--- src/rtl/draw_board_grid_pkg.sv ---
// Shared board definitions: grid dimensions, colours and the pixel bus record
// carried through the draw_board_grid pipeline.
package board_pkg;

  localparam int GRID_SIZE = 10;
  localparam int COUNT_W   = 11;

  typedef logic [COUNT_W-1:0] count_t;
  typedef logic [11:0]        rgb_t;
  typedef logic [3:0]         cell_idx_t;

  localparam rgb_t DEFAULT_LINE_COLOR   = 12'hFFF;
  localparam rgb_t DEFAULT_CURSOR_COLOR = 12'hF00;
  localparam rgb_t BLANK_COLOR          = 12'h000;

  // One pixel of the VGA timing bus plus its colour, as it moves down the pipe.
  typedef struct packed {
    count_t hcount;
    count_t vcount;
    logic   hsync;
    logic   vsync;
    logic   hblank;
    logic   vblank;
    rgb_t   rgb;
  } pixel_t;

endpackage

--- src/rtl/draw_board_grid_if.sv ---
// Pixel bus into and out of draw_board_grid: timing bus, colour and cell index.
// master drives the incoming pixel stream, slave is the drawing stage.
interface draw_board_grid_if;
  import board_pkg::*;

  count_t    hcount_in;
  count_t    vcount_in;
  logic      hsync_in;
  logic      vsync_in;
  logic      hblank_in;
  logic      vblank_in;
  rgb_t      rgb_in;

  count_t    hcount_out;
  count_t    vcount_out;
  logic      hsync_out;
  logic      vsync_out;
  logic      hblank_out;
  logic      vblank_out;
  rgb_t      rgb_out;
  cell_idx_t cell_x;
  cell_idx_t cell_y;
  logic      cell_valid;

  modport master (
    output hcount_in, vcount_in, hsync_in, vsync_in, hblank_in, vblank_in, rgb_in,
    input  hcount_out, vcount_out, hsync_out, vsync_out, hblank_out, vblank_out,
    input  rgb_out, cell_x, cell_y, cell_valid
  );

  modport slave (
    input  hcount_in, vcount_in, hsync_in, vsync_in, hblank_in, vblank_in, rgb_in,
    output hcount_out, vcount_out, hsync_out, vsync_out, hblank_out, vblank_out,
    output rgb_out, cell_x, cell_y, cell_valid
  );

endinterface

--- src/rtl/draw_board_grid_tracker.sv ---
// One axis of the board: tracks cell index and offset inside the cell by counting,
// so no division by CELL_SIZE is needed. Outputs are registered (pipeline stage 1).
module grid_axis_tracker
  import board_pkg::*;
#(
  parameter  int CELL_SIZE = 32,
  localparam int SUB_W     = $clog2(CELL_SIZE)
) (
  input  logic             clk,
  input  logic             rst,
  input  count_t           count,
  input  logic             step,
  input  count_t           pos,
  output cell_idx_t        idx,
  output logic [SUB_W-1:0] sub,
  output logic             valid
);

  typedef logic [COUNT_W:0] ext_t;

  localparam ext_t             SPAN     = ext_t'(GRID_SIZE * CELL_SIZE);
  localparam cell_idx_t        IDX_MAX  = cell_idx_t'(GRID_SIZE);
  localparam logic [SUB_W-1:0] SUB_LAST = SUB_W'(CELL_SIZE - 1);

  cell_idx_t        idx_q, idx_d;
  logic [SUB_W-1:0] sub_q, sub_d;
  logic             valid_q, valid_d;
  logic             synced_q, synced_d;
  logic             load;
  logic             in_range;

  // NOTE: every signal written here gets a default first, so no path leaves it
  // unassigned and no latch is inferred.
  always_comb begin
    load     = (count == pos);
    in_range = (count >= pos) && (ext_t'(count) <= ext_t'(pos) + SPAN);
    idx_d    = idx_q;
    sub_d    = sub_q;
    synced_d = synced_q | load;
    // Until the first load after reset the counters mean nothing, so stay invalid.
    valid_d  = in_range && synced_d;

    if (load) begin
      idx_d = '0;
      sub_d = '0;
    end else if (step && in_range) begin
      if (sub_q == SUB_LAST) begin
        sub_d = '0;
        if (idx_q != IDX_MAX) idx_d = idx_q + cell_idx_t'(1);
      end else begin
        sub_d = sub_q + SUB_W'(1);
      end
    end
  end

  // NOTE: sequential state uses non-blocking assignments only, so every flop
  // samples the values from before the edge regardless of statement order.
  always_ff @(posedge clk) begin
    if (rst) begin
      idx_q    <= '0;
      sub_q    <= '0;
      valid_q  <= 1'b0;
      synced_q <= 1'b0;
    end else begin
      idx_q    <= idx_d;
      sub_q    <= sub_d;
      valid_q  <= valid_d;
      synced_q <= synced_d;
    end
  end

  assign idx   = idx_q;
  assign sub   = sub_q;
  assign valid = valid_q;

endmodule

--- src/rtl/draw_board_grid.sv ---
// Overlays a GRID_SIZE x GRID_SIZE board grid on the pixel stream, two-cycle latency.
// Optional cell cursor highlight is enabled by defining BOARD_CURSOR_EN.
module draw_board_grid
  import board_pkg::*;
#(
  parameter int   X_POS      = 100,
  parameter int   Y_POS      = 50,
  parameter int   CELL_SIZE  = 32,
  parameter rgb_t LINE_COLOR = DEFAULT_LINE_COLOR
`ifdef BOARD_CURSOR_EN
  ,
  parameter rgb_t CURSOR_COLOR = DEFAULT_CURSOR_COLOR
`endif
) (
  input  logic               clk,
  input  logic               rst,
`ifdef BOARD_CURSOR_EN
  input  cell_idx_t          cursor_x,
  input  cell_idx_t          cursor_y,
`endif
  draw_board_grid_if.slave   bus
);

  localparam int        SUB_W   = $clog2(CELL_SIZE);
  localparam cell_idx_t IDX_MAX = cell_idx_t'(GRID_SIZE);

  cell_idx_t        idx_x, idx_y;
  logic [SUB_W-1:0] sub_x, sub_y;
  logic             valid_x, valid_y;

  grid_axis_tracker #(.CELL_SIZE(CELL_SIZE)) u_track_h (
    .clk   (clk),
    .rst   (rst),
    .count (bus.hcount_in),
    .step  (1'b1),
    .pos   (count_t'(X_POS)),
    .idx   (idx_x),
    .sub   (sub_x),
    .valid (valid_x)
  );

  // Vertical tracker advances once per line, on the first pixel of the line.
  grid_axis_tracker #(.CELL_SIZE(CELL_SIZE)) u_track_v (
    .clk   (clk),
    .rst   (rst),
    .count (bus.vcount_in),
    .step  (bus.hcount_in == '0),
    .pos   (count_t'(Y_POS)),
    .idx   (idx_y),
    .sub   (sub_y),
    .valid (valid_y)
  );

  pixel_t    pix_s1_q, pix_s1_d;
  pixel_t    pix_s2_q, pix_s2_d;
  cell_idx_t cell_x_q, cell_x_d;
  cell_idx_t cell_y_q, cell_y_d;
  logic      cell_valid_q, cell_valid_d;
  logic      line_px;
  logic      interior_px;
`ifdef BOARD_CURSOR_EN
  cell_idx_t cursor_x_q, cursor_x_d;
  cell_idx_t cursor_y_q, cursor_y_d;
  logic      cursor_hit;
`endif

  always_comb begin
    pix_s1_d = '{hcount: bus.hcount_in, vcount: bus.vcount_in,
                 hsync:  bus.hsync_in,  vsync:  bus.vsync_in,
                 hblank: bus.hblank_in, vblank: bus.vblank_in,
                 rgb:    bus.rgb_in};
`ifdef BOARD_CURSOR_EN
    cursor_x_d = cursor_x;
    cursor_y_d = cursor_y;
`endif
  end

  always_comb begin
    line_px     = valid_x && valid_y && (sub_x == '0 || sub_y == '0);
    interior_px = valid_x && valid_y && (sub_x != '0) && (sub_y != '0) &&
                  (idx_x < IDX_MAX) && (idx_y < IDX_MAX);
    pix_s2_d    = pix_s1_q;
`ifdef BOARD_CURSOR_EN
    cursor_hit  = interior_px && (idx_x == cursor_x_q) && (idx_y == cursor_y_q);
`endif
    // Priority: blanking, then grid lines, then cursor, then background.
    if (pix_s1_q.hblank || pix_s1_q.vblank) begin
      pix_s2_d.rgb = BLANK_COLOR;
    end else if (line_px) begin
      pix_s2_d.rgb = LINE_COLOR;
`ifdef BOARD_CURSOR_EN
    end else if (cursor_hit) begin
      pix_s2_d.rgb = CURSOR_COLOR;
`endif
    end
    cell_x_d     = interior_px ? idx_x : '0;
    cell_y_d     = interior_px ? idx_y : '0;
    cell_valid_d = interior_px;
  end

  always_ff @(posedge clk) begin
    if (rst) begin
      pix_s1_q     <= '0;
      pix_s2_q     <= '0;
      cell_x_q     <= '0;
      cell_y_q     <= '0;
      cell_valid_q <= 1'b0;
`ifdef BOARD_CURSOR_EN
      cursor_x_q   <= '0;
      cursor_y_q   <= '0;
`endif
    end else begin
      pix_s1_q     <= pix_s1_d;
      pix_s2_q     <= pix_s2_d;
      cell_x_q     <= cell_x_d;
      cell_y_q     <= cell_y_d;
      cell_valid_q <= cell_valid_d;
`ifdef BOARD_CURSOR_EN
      cursor_x_q   <= cursor_x_d;
      cursor_y_q   <= cursor_y_d;
`endif
    end
  end

  assign bus.hcount_out = pix_s2_q.hcount;
  assign bus.vcount_out = pix_s2_q.vcount;
  assign bus.hsync_out  = pix_s2_q.hsync;
  assign bus.vsync_out  = pix_s2_q.vsync;
  assign bus.hblank_out = pix_s2_q.hblank;
  assign bus.vblank_out = pix_s2_q.vblank;
  assign bus.rgb_out    = pix_s2_q.rgb;
  assign bus.cell_x     = cell_x_q;
  assign bus.cell_y     = cell_y_q;
  assign bus.cell_valid = cell_valid_q;

endmodule

--- src/flat_wrapper.sv ---
// flat-port wrapper written by rule: the top's interface ports become plain ports
module draw_board_grid_flat import board_pkg::*;
#(
  parameter int   X_POS      = 100,
  parameter int   Y_POS      = 50,
  parameter int   CELL_SIZE  = 32,
  parameter rgb_t LINE_COLOR = DEFAULT_LINE_COLOR

)
  (clk, rst, bus_hcount_in, bus_vcount_in, bus_hsync_in, bus_vsync_in, bus_hblank_in, bus_vblank_in, bus_rgb_in, bus_hcount_out, bus_vcount_out, bus_hsync_out, bus_vsync_out, bus_hblank_out, bus_vblank_out, bus_rgb_out, bus_cell_x, bus_cell_y, bus_cell_valid);
  draw_board_grid_if bus_i ();
  input  logic clk;
  input  logic rst;
  input wire logic [$bits(bus_i.hcount_in)-1:0] bus_hcount_in;
  input wire logic [$bits(bus_i.vcount_in)-1:0] bus_vcount_in;
  input wire logic [$bits(bus_i.hsync_in)-1:0] bus_hsync_in;
  input wire logic [$bits(bus_i.vsync_in)-1:0] bus_vsync_in;
  input wire logic [$bits(bus_i.hblank_in)-1:0] bus_hblank_in;
  input wire logic [$bits(bus_i.vblank_in)-1:0] bus_vblank_in;
  input wire logic [$bits(bus_i.rgb_in)-1:0] bus_rgb_in;
  output wire logic [$bits(bus_i.hcount_out)-1:0] bus_hcount_out;
  output wire logic [$bits(bus_i.vcount_out)-1:0] bus_vcount_out;
  output wire logic [$bits(bus_i.hsync_out)-1:0] bus_hsync_out;
  output wire logic [$bits(bus_i.vsync_out)-1:0] bus_vsync_out;
  output wire logic [$bits(bus_i.hblank_out)-1:0] bus_hblank_out;
  output wire logic [$bits(bus_i.vblank_out)-1:0] bus_vblank_out;
  output wire logic [$bits(bus_i.rgb_out)-1:0] bus_rgb_out;
  output wire logic [$bits(bus_i.cell_x)-1:0] bus_cell_x;
  output wire logic [$bits(bus_i.cell_y)-1:0] bus_cell_y;
  output wire logic [$bits(bus_i.cell_valid)-1:0] bus_cell_valid;
  assign bus_i.hcount_in = bus_hcount_in;
  assign bus_i.vcount_in = bus_vcount_in;
  assign bus_i.hsync_in = bus_hsync_in;
  assign bus_i.vsync_in = bus_vsync_in;
  assign bus_i.hblank_in = bus_hblank_in;
  assign bus_i.vblank_in = bus_vblank_in;
  assign bus_i.rgb_in = bus_rgb_in;
  assign bus_hcount_out = bus_i.hcount_out;
  assign bus_vcount_out = bus_i.vcount_out;
  assign bus_hsync_out = bus_i.hsync_out;
  assign bus_vsync_out = bus_i.vsync_out;
  assign bus_hblank_out = bus_i.hblank_out;
  assign bus_vblank_out = bus_i.vblank_out;
  assign bus_rgb_out = bus_i.rgb_out;
  assign bus_cell_x = bus_i.cell_x;
  assign bus_cell_y = bus_i.cell_y;
  assign bus_cell_valid = bus_i.cell_valid;
  draw_board_grid #(.X_POS(X_POS), .Y_POS(Y_POS), .CELL_SIZE(CELL_SIZE), .LINE_COLOR(LINE_COLOR)) u_core (.clk(clk), .rst(rst), .bus(bus_i));
endmodule
--- config.mk ---
export PLATFORM = sky130hd
export DESIGN_NAME = draw_board_grid_flat
export DESIGN_NICKNAME = d
export VERILOG_FILES = /design/src/rtl/draw_board_grid_pkg.sv /design/src/rtl/draw_board_grid_if.sv /design/src/rtl/draw_board_grid_tracker.sv /design/src/rtl/draw_board_grid.sv /design/src/flat_wrapper.sv
export SDC_FILE = /design/constraint.sdc
export NUM_CORES = 1
export LEC_CHECK = 0
export ABC_AREA = 1
export BUFFER_PORTS_ARGS = -buffer_cell sky130_fd_sc_hd__buf_2
export CAP_MARGIN = 15
export CORE_ASPECT_RATIO = 1.1
export CORE_MARGIN = 5
export CORE_UTILIZATION = 45
export DETAILED_ROUTE_END_ITERATION = 12
export PLACE_DENSITY = 0.78
export SLEW_MARGIN = 40
export SYNTH_ARGS = -nofsm -noshare
export SYNTH_HDL_FRONTEND = slang
export SYNTH_SLANG_ARGS = --single-unit
--- constraint.sdc ---
create_clock -name clk -period 1.85 [get_ports clk]
set_input_delay 0.37 -clock clk [delete_from_list [all_inputs] [get_ports clk]]
set_output_delay 0.37 -clock clk [all_outputs]
set_load 0.05 [all_outputs]
==> reports/results.tsv <==
metric	value	unit
status	finished clean	
Antenna diodes	0	
Mapped Avg Cell Area	8.187	sq um
Syn. warnings	0	
most common cell after layout, fill and taps aside	inv_1	
routability cong.	0.8851	
Tcrit/Tclk final	88.69	%
Post-Synth Simple-Gate Area	21.84	%
mux cell area share after synthesis	0	%
Num CTS Buffers	9	
Initial Util	45.85	%
Vias/cell	4.368	
DR iter-0 viols	94	
I/O pin total	87	
Setup crit end kind	flip-flop	
Crit. Startpoint	u_core.u_track_v.sub[0]	
largest family of logic cells by synthesized area	simple AND/OR/NAND/NOR gates	
final setup skew	0.01230	ns
cell count after synthesis	466	
CP cell instances	ha_1 > inv_1 > nor3_1 > ha_1 > inv_1 > nor4_2 > nand3_1 > nand2_1 > nor2_1	
remaining global-route overflow	0	
reg2reg start	u_core.u_track_v.sub[0]	
Max Buffers Root-to-Sink	2	
register bit total from synthesis	107	
min Tclk post-route	1.641	ns
Core Box Area	0.008320	sq mm
Post-CTS Resized	0	
fin nets	607	
Power Density	943.5	mW/mm^2
H-tree lvl count	3	
crit-path max cell delay	0.40	ns
die height	106.6	microns
crit start category	flip-flop	
DRC violations left	0	
Hold Buf Count CTS	0	
placed instance area	0.004373	sq mm
share of layout cells above drive strength 1	22.78	%
worst-skew pair later-pin latency	0.36	ns
CTS tree	built	
final setup fails	0	
slowest CP cell	dfxtp_1	
clk sinks	107	
largest net degree at the start of global routing	40	
total global routing track utilization	14.50	%
leakage	2.296	nW
initial antenna violation count	1	
Synth Cell Area	0.003815	sq mm
Inst Count DP	657	
worst min-delay path class	in2reg	
Area contributors post-synth	dfxtp_1 56%, inv_1 11%, nor2_1 9.2%, nand2_1 4.4%, ha_1 3.3%	
postcts setup bufs	0	
RSZ-0062 raised after global routing	no	
Slew @ Worst Pin	0.4297	ns
maximum VDD drop	0.4573	mV
post-synthesis adder-cell area fraction	3.280	%
Layout Cells excl Fill	673	
Max Cap Violations	0	
Synth area leader	dfxtp_1	
Synth Area in XOR/XNOR	1.148	%
fin. max-slew vios	0	
fmax	609.5	MHz
design area	0.004613	sq mm
wire length of the first global-routing pass	12.42	mm
final hold vios	0	
Final ANT Viol Nets	0	
Syn-to-layout area delta	20.92	%
hold_sp	bus_rgb_in[9]	
sequential area share after synthesis	56.15	%
WS Path Type	reg2reg	
vias in the first global route	2859	
Die Span X	97.79	microns
Distinct cells, synth	28	
Total Wirelength	7.225	mm
Clock transition at path regs	0.10	ns
WL per Instance	10.74	microns
vias post-DR	2940	
max_slew headroom	71.27	%
Crit Path Max Fanout	4	
CP required	2.10	ns
CP arrival	1.89	ns
detailed placement HPWL	5.624	mm
Root Buffer	clkbuf_8	
Core Util, Final	55.44	%
most frequent cells in the layout	108 x inv_1, 107 x dfxtp_1, 94 x nor2_1, 86 x buf_2, 45 x nand2_1	
compound-cell area share of the yosys netlist	5.576	%
Port Buffer Count	86	
Site Rows	35	
Die ar.	0.01042	sq mm
final setup TNS	0	ns
post-synth net total	516	
drt pass-1 iters	4	
Power, Total	4.353	mW
share of the synthesized area in the top cell type	56.15	%
[flip-flops by register name, indices dropped and copies added (netlist names)]
register	count
u_core.u_track_h.idx	4
u_core.bus.hcount_out	11
u_core.bus.vsync_out	1
u_core.u_track_v.synced_q	1
u_core.bus.cell_valid	1
u_core.bus.vcount_out	11
u_core.bus.cell_y	4
u_core.u_track_v.valid	1
u_core.u_track_v.idx	4
u_core.u_track_h.valid	1
u_core.u_track_v.sub	5
u_core.bus.cell_x	4
u_core.bus.rgb_out	12
u_core.bus.hsync_out	1
u_core.pix_s1_q	38
u_core.u_track_h.synced_q	1
u_core.u_track_h.sub	5
u_core.bus.vblank_out	1
u_core.bus.hblank_out	1
[per-layer routing]
metal	wire (microns)	vias up	track usage, %	part of all wire, %
met4	153	2	5.935	2.1
met1	2972	1289	15.77	41
met2	3673	72	26.05	51
met3	418	14	4.528	5.8
li1	-	1563	-	-
met5	7	-	0	0.097
[worst paths after layout]
check                           slack [ns]                        to  depth (start not counted)
worst min register to register        0.40  u_core.bus.hcount_out[8]                          2
worst min-delay path                  0.20        u_core.pix_s1_q[9]                          3
worst max-delay path                  0.21   u_core.u_track_v.idx[3]                          9
worst max register to register        0.21   u_core.u_track_v.idx[3]                          9
[kinds of logic after synthesis]
family | Yosys count
AOI/OAI and AO/OA | 38
xor gates and xnor gates | 5
adders and majority gates | 10
buffers and inverters | 122
DFF | 107
and+or+nand+nor | 184
[synthesized netlist by cell type]
cell / count
xor2_1: 5
nor2_1: 94
nand3_2: 2
nand2_4: 1
nand4_1: 7
ha_1: 10
inv_2: 5
a21oi_2: 1
buf_1: 6
inv_1: 108
and3_1: 2
nand2_2: 2
nor3_1: 6
nor2_4: 2
o211ai_1: 1
a31oi_4: 1
nand2_1: 45
nor4_1: 1
clkbuf_1: 3
nand4_4: 1
nand3_1: 14
nor2_2: 5
dfxtp_1: 107
a21oi_1: 24
o21ai_0: 9
o21ai_1: 2
nand3_4: 1
nor3b_2: 1
[metrics by stage]
| stage | hold slack (ns) | worst slack [ns] |
|---|---|---|
| 6_report | 0.2031 | 0.2092 |
| 3_5_place_dp | 0.3931 | 0.1731 |
| 4_1_cts | 0.1856 | 0.1476 |
| 2_1_floorplan | 0.3883 | 0.3549 |
| 5_1_grt | 0.1864 | 0.07245 |
| 3_3_place_gp | 0.3899 | 0.2270 |
[power breakdown]
part	internal, mW	switching, mW
sequential	2.38	0.0206
combinational	0.103	0.257
clock	0.785	0.806
[critical path: cells and delay by family (launching register included)]
kind / cells / cell delay, ns
DFF: 1 / 0.40
buffers and inverters: 2 / 0.15
and+or+nand+nor: 5 / 0.57
adders and majority gates: 2 / 0.41
[final cells by class]
type / instances / area, sq um
multi-input cells: 237 / 1221
well taps: 111 / 138.9
inverters: 113 / 424.2
fillers: 759 / 3707
repair buffers: 89 / 452.9
clock buffers: 9 / 123.9
clock inverters: 7 / 110.1
flip-flops and latches: 107 / 2142
Note: power is estimated with default switching activity, not from simulation.
